## src/rtl/ldpc_3gpp_enc_mm_ppram.sv

```systemverilog
// Ping-pong block buffer for the 3GPP LDPC encoder: two banks written linearly,
// read back as a circular word+bit shifted stream of the Zc-bit block.
module ldpc_3gpp_enc_mm_ppram #(
    parameter int pADDR_W = 8,
    parameter int pDAT_W  = 8,
    parameter int pPIPE   = 0
) (
    input  logic                       iclk,
    input  logic                       ireset,
    input  logic                       iclkena,
    input  logic [pADDR_W:0]           iused_zc,
    input  logic                       iwrite,
    input  logic                       iwstart,
    input  logic [pDAT_W-1:0]          iwdat,
    input  logic                       irstart,
    input  logic                       irval,
    input  logic [pADDR_W-1:0]         irwshift,
    input  logic [$clog2(pDAT_W)-1:0]  irbshift,
    input  logic                       irmask,
    input  logic                       irshift_r,
    input  logic [3:0]                 irstrb,
    input  logic                       irelease,
    output logic                       owrdy,
    output logic                       ordrdy,
    output logic                       oval,
    output logic [3:0]                 ostrb,
    output logic [pDAT_W-1:0]          odat,
    output logic                       oerr
);

    localparam int cDEPTH = 2 ** pADDR_W;
    localparam int cZW    = pADDR_W + 1;
    localparam int cBS_W  = $clog2(pDAT_W);
    localparam int cLAT   = 3 + pPIPE;

    logic [pDAT_W-1:0]           mem_r [0:2*cDEPTH-1];
    logic [cZW-1:0]              zc_r  [0:1];
    logic [1:0]                  cnt_r;
    logic [1:0]                  cnt_nxt_s;
    logic                        wptr_r;
    logic                        rptr_r;
    logic [pADDR_W-1:0]          waddr_r;
    logic [pADDR_W-1:0]          raddr_r;
    logic [cBS_W-1:0]            bshift_r;
    logic                        shr_r;
    logic                        mask_r;
    logic                        wr_ok_s;
    logic                        full_s;
    logic                        rel_s;
    logic [pADDR_W-1:0]          wa_s;
    logic [cZW-1:0]              zc_w_s;
    logic [cZW-1:0]              zc_rd_s;
    logic [cZW-1:0]              ra_start_s;
    logic                        raddr_last_s;
    logic [pDAT_W-1:0]           rd_r;
    logic [pDAT_W-1:0]           rdp_s;
    logic [pDAT_W-1:0]           cur_r;
    logic [pDAT_W-1:0]           prv_r;
    logic [cLAT-1:0]             vd_r;
    logic [cLAT-1:0][3:0]        sd_r;

    // Window {current, previous}: left shift keeps the low word, right shift the high word.
    function automatic logic [pDAT_W-1:0] bit_shift(input logic [pDAT_W-1:0] cur,
                                                    input logic [pDAT_W-1:0] prv,
                                                    input logic [cBS_W-1:0]  bs,
                                                    input logic              shr);
        logic [2*pDAT_W-1:0] sh;
        if (shr) begin
            sh = {cur, prv} << bs;
            return sh[2*pDAT_W-1:pDAT_W];
        end else begin
            sh = {cur, prv} >> bs;
            return sh[pDAT_W-1:0];
        end
    endfunction

    assign wr_ok_s      = iwrite & ~cnt_r[1];
    assign wa_s         = iwstart ? '0 : waddr_r;
    assign zc_w_s       = iwstart ? iused_zc : zc_r[wptr_r];
    assign full_s       = wr_ok_s & ({1'b0, wa_s} == (zc_w_s - cZW'(1)));
    assign rel_s        = irelease & (cnt_r != 2'd0);
    assign zc_rd_s      = zc_r[rptr_r];
    assign ra_start_s   = irshift_r ? (zc_rd_s - cZW'(1) - {1'b0, irwshift}) : {1'b0, irwshift};
    assign raddr_last_s = ({1'b0, raddr_r} == (zc_rd_s - cZW'(1)));

    // Occupancy update: a fill and a release in the same cycle cancel out.
    always_comb begin
        cnt_nxt_s = cnt_r;
        case ({full_s, rel_s})
            2'b10:   cnt_nxt_s = cnt_r + 2'd1;
            2'b01:   cnt_nxt_s = cnt_r - 2'd1;
            default: cnt_nxt_s = cnt_r;
        endcase
    end

    // Bank control, read addressing and error flag.
    always_ff @(posedge iclk) begin
        if (ireset) begin
            cnt_r    <= 2'd0;
            owrdy    <= 1'b1;
            ordrdy   <= 1'b0;
            wptr_r   <= 1'b0;
            rptr_r   <= 1'b0;
            waddr_r  <= '0;
            raddr_r  <= '0;
            bshift_r <= '0;
            shr_r    <= 1'b0;
            mask_r   <= 1'b0;
            oerr     <= 1'b0;
        end else if (iclkena) begin
            cnt_r  <= cnt_nxt_s;
            owrdy  <= ~cnt_nxt_s[1];
            ordrdy <= (cnt_nxt_s != 2'd0);
            oerr   <= (iwrite & cnt_r[1]) | (irstart & (cnt_r == 2'd0));
            if (full_s)
                wptr_r <= ~wptr_r;
            if (rel_s)
                rptr_r <= ~rptr_r;
            if (wr_ok_s)
                waddr_r <= full_s ? '0 : (wa_s + pADDR_W'(1));
            if (irstart) begin
                raddr_r  <= ra_start_s[pADDR_W-1:0];
                bshift_r <= irbshift;
                shr_r    <= irshift_r;
                mask_r   <= irmask;
            end else if (irval) begin
                raddr_r <= raddr_last_s ? '0 : (raddr_r + pADDR_W'(1));
            end
        end
    end

    // Bank storage: one write and one read port, contents survive reset.
    always_ff @(posedge iclk) begin
        if (iclkena && !ireset) begin
            if (wr_ok_s)
                mem_r[{wptr_r, wa_s}] <= iwdat;
            if (wr_ok_s && iwstart)
                zc_r[wptr_r] <= iused_zc;
        end
        if (iclkena && irval)
            rd_r <= mem_r[{rptr_r, raddr_r}];
    end

    if (pPIPE != 0) begin : g_pipe
        logic [pDAT_W-1:0] rdp_r;
        // Extra read-data register for timing closure on large banks.
        always_ff @(posedge iclk) begin
            if (iclkena)
                rdp_r <= rd_r;
        end
        assign rdp_s = rdp_r;
    end else begin : g_nopipe
        assign rdp_s = rd_r;
    end

    // Valid/strobe delay line, word history and the shifted output word.
    always_ff @(posedge iclk) begin
        if (ireset) begin
            vd_r <= '0;
            sd_r <= '0;
            odat <= '0;
        end else if (iclkena) begin
            vd_r <= {vd_r[cLAT-2:0], irval};
            sd_r <= {sd_r[cLAT-2:0], irstrb};
            if (vd_r[pPIPE]) begin
                cur_r <= rdp_s;
                prv_r <= cur_r;
            end
            if (vd_r[pPIPE+1])
                odat <= mask_r ? '0 : bit_shift(cur_r, prv_r, bshift_r, shr_r);
        end
    end

    assign oval  = vd_r[cLAT-1];
    assign ostrb = sd_r[cLAT-1];

endmodule
```

## config.mk

```make
export PLATFORM = sky130hd
export DESIGN_NAME = ldpc_3gpp_enc_mm_ppram
export DESIGN_NICKNAME = d
export VERILOG_FILES = /design/src/rtl/ldpc_3gpp_enc_mm_ppram.sv
export SDC_FILE = /design/constraint.sdc
export NUM_CORES = 2
export LEC_CHECK = 0
export ABC_CLOCK_PERIOD_IN_PS = 4300
export CAP_MARGIN = 30
export CORE_ASPECT_RATIO = 1.75
export CORE_UTILIZATION = 30
export CTS_CLUSTER_SIZE = 14
export DETAILED_ROUTE_END_ITERATION = 8
export PLACE_DENSITY = 0.47
export REMOVE_ABC_BUFFERS = 1
export SLEW_MARGIN = 0
export SYNTH_ARGS = -nofsm -noshare
export SYNTH_HDL_FRONTEND = slang
export SYNTH_MEMORY_MAX_BITS = 65536
export SYNTH_SLANG_ARGS = --single-unit
```

## constraint.sdc

```tcl
create_clock -name iclk -period 4.3 [get_ports iclk]
set_clock_uncertainty 0.05 [all_clocks]
set_input_delay 0.645 -clock iclk [delete_from_list [all_inputs] [get_ports iclk]]
set_output_delay 0.645 -clock iclk [all_outputs]
set_load 0.01 [all_outputs]
```

* Word level (Yosys, flattened, before mapping)
Memories as Yosys holds them, arrays and structs flattened. A register that Yosys moved wholly into a read port is not among the register bits. Cells that the tools add are included.
Cells by class: shift-type cells 2, equal/unequal tests 4, bitwise gates (word level) 11, multiplexer cells 20, reductions and logical operators 15, add/subtract/negate cells 7
Operator list (number):
- $mux 8 | 8
- $eq 8x9->1 | 2
- $sub 9x1->9 const B | 2
- $add 8x1->8 const B | 2
- $shl 16x3->16 | 1
- $shr 16x3->8 | 1
- $reduce_and 2->1 | 6
- $mux 1 | 10
- $mux 9 | 1
- $sub 8x8->8 | 1
- $reduce_bool 2->1 | 3
- $and 1x1->1 | 5
- $not 1->1 | 5
- $pmux 2 s2 | 1
- $logic_and 1x1->1 | 3
- $reduce_and 3->1 | 1
- $add 2x1->2 const B | 1
- $eq 2x1->1 const B | 1
- $eq 2x2->1 const B | 1
- $logic_not 2->1 | 1
- $sub 2x1->2 const B | 1
- $logic_not 1->1 | 1
- $or 1x1->1 | 1
Storage, ports and cells: bits in registers 67, bits of input ports 42, RAM bits 4114, memories 2
Memory list:
- mem_r | depth 512, width 8, rd ports 1, clocked after Yosys merged registers in 1, wr ports 1, line 36 | logic [pDAT_W-1:0] mem_r [0:2*cDEPTH-1];
- zc_r | depth 2, width 9, rd ports 2, clocked after Yosys merged registers in 2, wr ports 1, line 37 | logic [cZW-1:0] zc_r [0:1];

* Logic depth before layout (Yosys ltp)
depth after elaboration 7, depth in mapped cells 18, gate-level depth less buffers 15

* Least setup slack after synthesis
No wires, ideal clock.
path kind input port to flip-flop, from in iwstart, to reg cnt_r[1], data arrival time 3605 ps, path buffers 2, data required time 4135 ps, stages on the path 16, slack 530 ps, cell sequence clkinv_1 -> mux2i_1 -> ha_1 -> clkbuf_1 -> nor4bb_1 -> a41o_1 -> o211ai_1 -> or4_1 -> o211ai_1 -> nand3_1 -> buf_2 -> ha_1 -> nor2_1 -> xnor2_1 -> a21oi_1 -> o21a_1
Between the ends: cells in the longest elaborated chain, start to end 6, elaborated cells between the ends (all ways) 8, those cells by class add/sub (1); eq/ne (3); mux (3); bitwise (1)
RTL lines:
- start, declared | line 13 | input logic iwstart,
- $mux 9 | line 79 | assign zc_w_s = iwstart ? iused_zc : zc_r[wptr_r];
- $sub 9x1->9 | line 80 | assign full_s = wr_ok_s & ({1'b0, wa_s} == (zc_w_s - cZW'(1)));
- $eq 8x9->1 * | line 80
- $and 1x1->1 * | line 80
- $eq 2x1->1 or $eq 2x2->1 (tied branches) | line 89 | case ({full_s, rel_s})
- $pmux 2 s2 * | line 89
- end signal, assigned | line 111 | cnt_r <= cnt_nxt_s;
- end, declared | line 38 | logic [1:0] cnt_r;
Every way passes the cells marked *; elsewhere a longest branch is shown, timed or not. A chain may end at the register's enable or synchronous reset.

==> summary.txt <==
Synth
  • Top-area cell type share of the netlist area: 75.97%
  • Yosys warnings: 0
  • Post-synth EDFFs: 4138
  • Synth unique cells: 73
  • Syn Area/Cell: 22.40 µm²
  • Synthesized cell area: 163600 µm²
  • Most frequent cells after synthesis: 4138 x edfxtp_1, 1263 x mux4_2, 599 x nor2_1, 237 x clkbuf_1, 143 x nand2_1
  • Post-Syn Instances: 7301
  • Sequential share of the synthesized area: 76.62%
  • Yosys reg bits: 4191
  • Async SR Flop Fraction: 0%
  • Most numerous cell in the Yosys netlist: edfxtp_1
  • Ys flop type: edfxtp_1
  • Leading area contributor after synthesis: edfxtp_1
  • Top cells by area, synth: edfxtp_1 76%, mux4_2 17%, nor2_1 1.4%

STA
  • RSZ-0062 raised after global routing: no
  • PnR worst setup slack: 0.08212 ns
  • Measured slew at the worst slew-check pin: 1.118 ns
  • Period utilization: 98.09%
  • Final setup viols: 0
  • TNS Setup: 0 ns
  • Crit path time final: 4.218 ns
  • Final hold vios: 0
  • Slew headroom: 25.50%
  • Pins Over Slew Limit: 0
  • Max Freq: 237.1 MHz

Power and ir drop
  • Power Dens Cells: 436.5 nW/µm²
  • VDD IR max: 370.9 µV
  • Total leakage power: 58.95 nW

Clock network
  • Max Root-Sink Buffers: 4
  • TritonCTS Sinks: 4191
  • H-tree levels: 5
  • Post-CTS Repair Setup Buffers: 0
  • CTS tree: yes
  • Clock root buffer: clkbuf_16
  • Worst-path clk slew: 0.07 ns
  • Worst-Skew Late Latency: 0.98 ns
  • Clock buffer count from CTS: 372
  • # hold bufs at CTS: 0

Die
  • I/O pin cnt: 58
  • Starting Density: 30.13%
  • DIE AREA: 548300 µm²
  • Rows: 358
  • Die H: 978.8 µm
  • Core area: 542900 µm²
  • Die Wd: 560.2 µm

GRT
  • Largest net degree at the start of global routing: 121
  • Vias in the first global route: 84690
  • Total GRT Usage: 17.46%
  • Initial antenna violation count: 14
  • First-pass GRT wire length: 679300 µm
  • Remaining Overflow, GRT: 0

Worst setup path
  • WS Path Type: register to register
  • CP arrival: 4.87 ns
  • CP startpoint kind: register
  • Crit path max fanout: 30
  • Critical Path RT: 4.95 ns
  • Crit end category: register

Min path
  • Min-delay worst type: input pin to register

Detailed routing
  • Via count: 78600
  • First-pass detailed-route iteration total: 7
  • ANT nets after route: 0
  • WL final: 483400 µm
  • DR iter-0 viols: 6190
  • DR WL/cell: 30.60 µm
  • Vias/cell: 4.975
  • Residual DRC: 0

Placement
  • DP Area: 180500 µm²
  • Final GP Congestion: 0.8316
  • Buffers on Ports: 57
  • HPWL Detailed: 322400 µm
  • Worst slack, placed: -0.1174 ns
  • Placed cells: 15160

Final layout
  • Cell area after layout: 191800 µm²
  • Fin cells: 15800
  • Layout cells sized above 1: 33.22%
  • Area Overhead vs Synth: 17.27%
  • Fillers: 50210
  • Final nets: 8391
  • Core Util, Final: 35.33%

Status
  • Status: complete, no violations

Job
  • Number of max-cap violations: 0
[through the flow]
stage                     hold slack (ns)  total power (W)
after floorplan                    0.3503          0.05328
after global placement             0.4032          0.05236
after detailed placement           0.3997          0.05244
after CTS                         0.02340          0.08476
after global routing              0.08404          0.08602
final                              0.1199          0.08373
[path summary, 6_finish.rpt]
kind | from | endpoint | slack, ns | depth (start not counted)
setup reg to reg | raddr_r[0] | rd_r[0] | 0.08 | 10
hold reg to reg | cur_r[7] | prv_r[7] | 0.41 | 0
hold / removal | iwdat[1] | mem_r[152][1] | 0.12 | 1
setup / recovery | raddr_r[0] | rd_r[0] | 0.08 | 10
[worst max-delay path, stage by stage, from the launching register on]
cell     delay [ns]
dfxtp_4        0.48
buf_12         0.23
buf_12         0.25
buf_12         0.29
mux4_2         0.55
mux4_2         0.54
a22oi_1        0.37
nand3_1        0.59
nand3_1        0.38
buf_12         0.13
nor3_1         0.03
[cell families after synthesis]
kind of cell    after synthesis  synth area share [%]
flops                      4191                 76.62
buf+inv                     467                 1.342
xor+xnor                     33                0.2104
fa+ha+maj                    16                0.1270
simple gates                907                 2.312
compound gates              323                 1.376
mux                        1364                 18.01
[report_power, final]
group | total, W | leakage, nW | internal, W | switching (W)
Clock | 0.0323 | 5.51 | 0.0172 | 0.0151
Sequential | 0.0450 | 37.6 | 0.0449 | 0.0000824
Combinational | 0.00642 | 15.8 | 0.00262 | 0.00381
Total | 0.0837 | 59.0 | 0.0647 | 0.0190
[cell usage in the layout, fill, tap and decap left out, drive strengths merged, types with 9 or more instances in the layout]
master / instances
edfxtp: 4138
mux4: 1263
buf: 1051
nor2: 599
clkbuf: 465
nand2: 143
clkinv: 136
a22oi: 98
mux2i: 95
a21oi: 61
dfxtp: 53
clkdlybuf4s50: 48
o21ai: 43
nor3: 37
inv: 34
nand3: 33
o22ai: 22
a221oi: 21
xnor2: 19
nor2b: 17
bufinv: 16
o211ai: 15
ha: 15
and3: 12
xor2: 10
nand2b: 10
nand4: 9
a22o: 9
and2: 9
[layout make-up]
type	count	area (µm²)	area share (%)
diodes	8	20.02	0.01044
clock buffers	464	9864	5.143
clock inverters	166	1414	0.7371
inverters	25	103.9	0.05414
multi-input cells	2643	36260	18.90
flip-flops and latches	4191	125300	65.35
well taps	7200	9009	4.697
repair buffers	1100	9801	5.110
[flip-flops by register name, indices dropped and copies added, names as in the netlist, 4 cells and up, named ones only]
| register | cells |
|---|---|
| waddr_r | 8 |
| rd_r | 8 |
| sd_r | 8 |
| prv_r | 8 |
| mem_r | 4096 |
| odat | 8 |
| raddr_r | 8 |
| cur_r | 8 |
| zc_r | 18 |
| ostrb | 4 |
[what timing repair did]
| action | 4_1_cts | 5_1_grt |
|---|---|---|
| gates cloned | 0 | 0 |
| setup endpoints to repair | 1 | 1 |
| resized for setup | 1 | 1 |
[layer usage]
| metal | vias to the layer above | share of wire (%) | GRT usage [%] |
|---|---|---|---|
| li1 | 32750 | - | - |
| met1 | 43270 | 36 | 19.59 |
| met2 | 1986 | 56 | 33.71 |
| met3 | 592 | 3.8 | 1.734 |
| met4 | 0 | 4.3 | 6.644 |
| met5 | - | 0 | 0 |
Power figures use the tool's default switching activity.
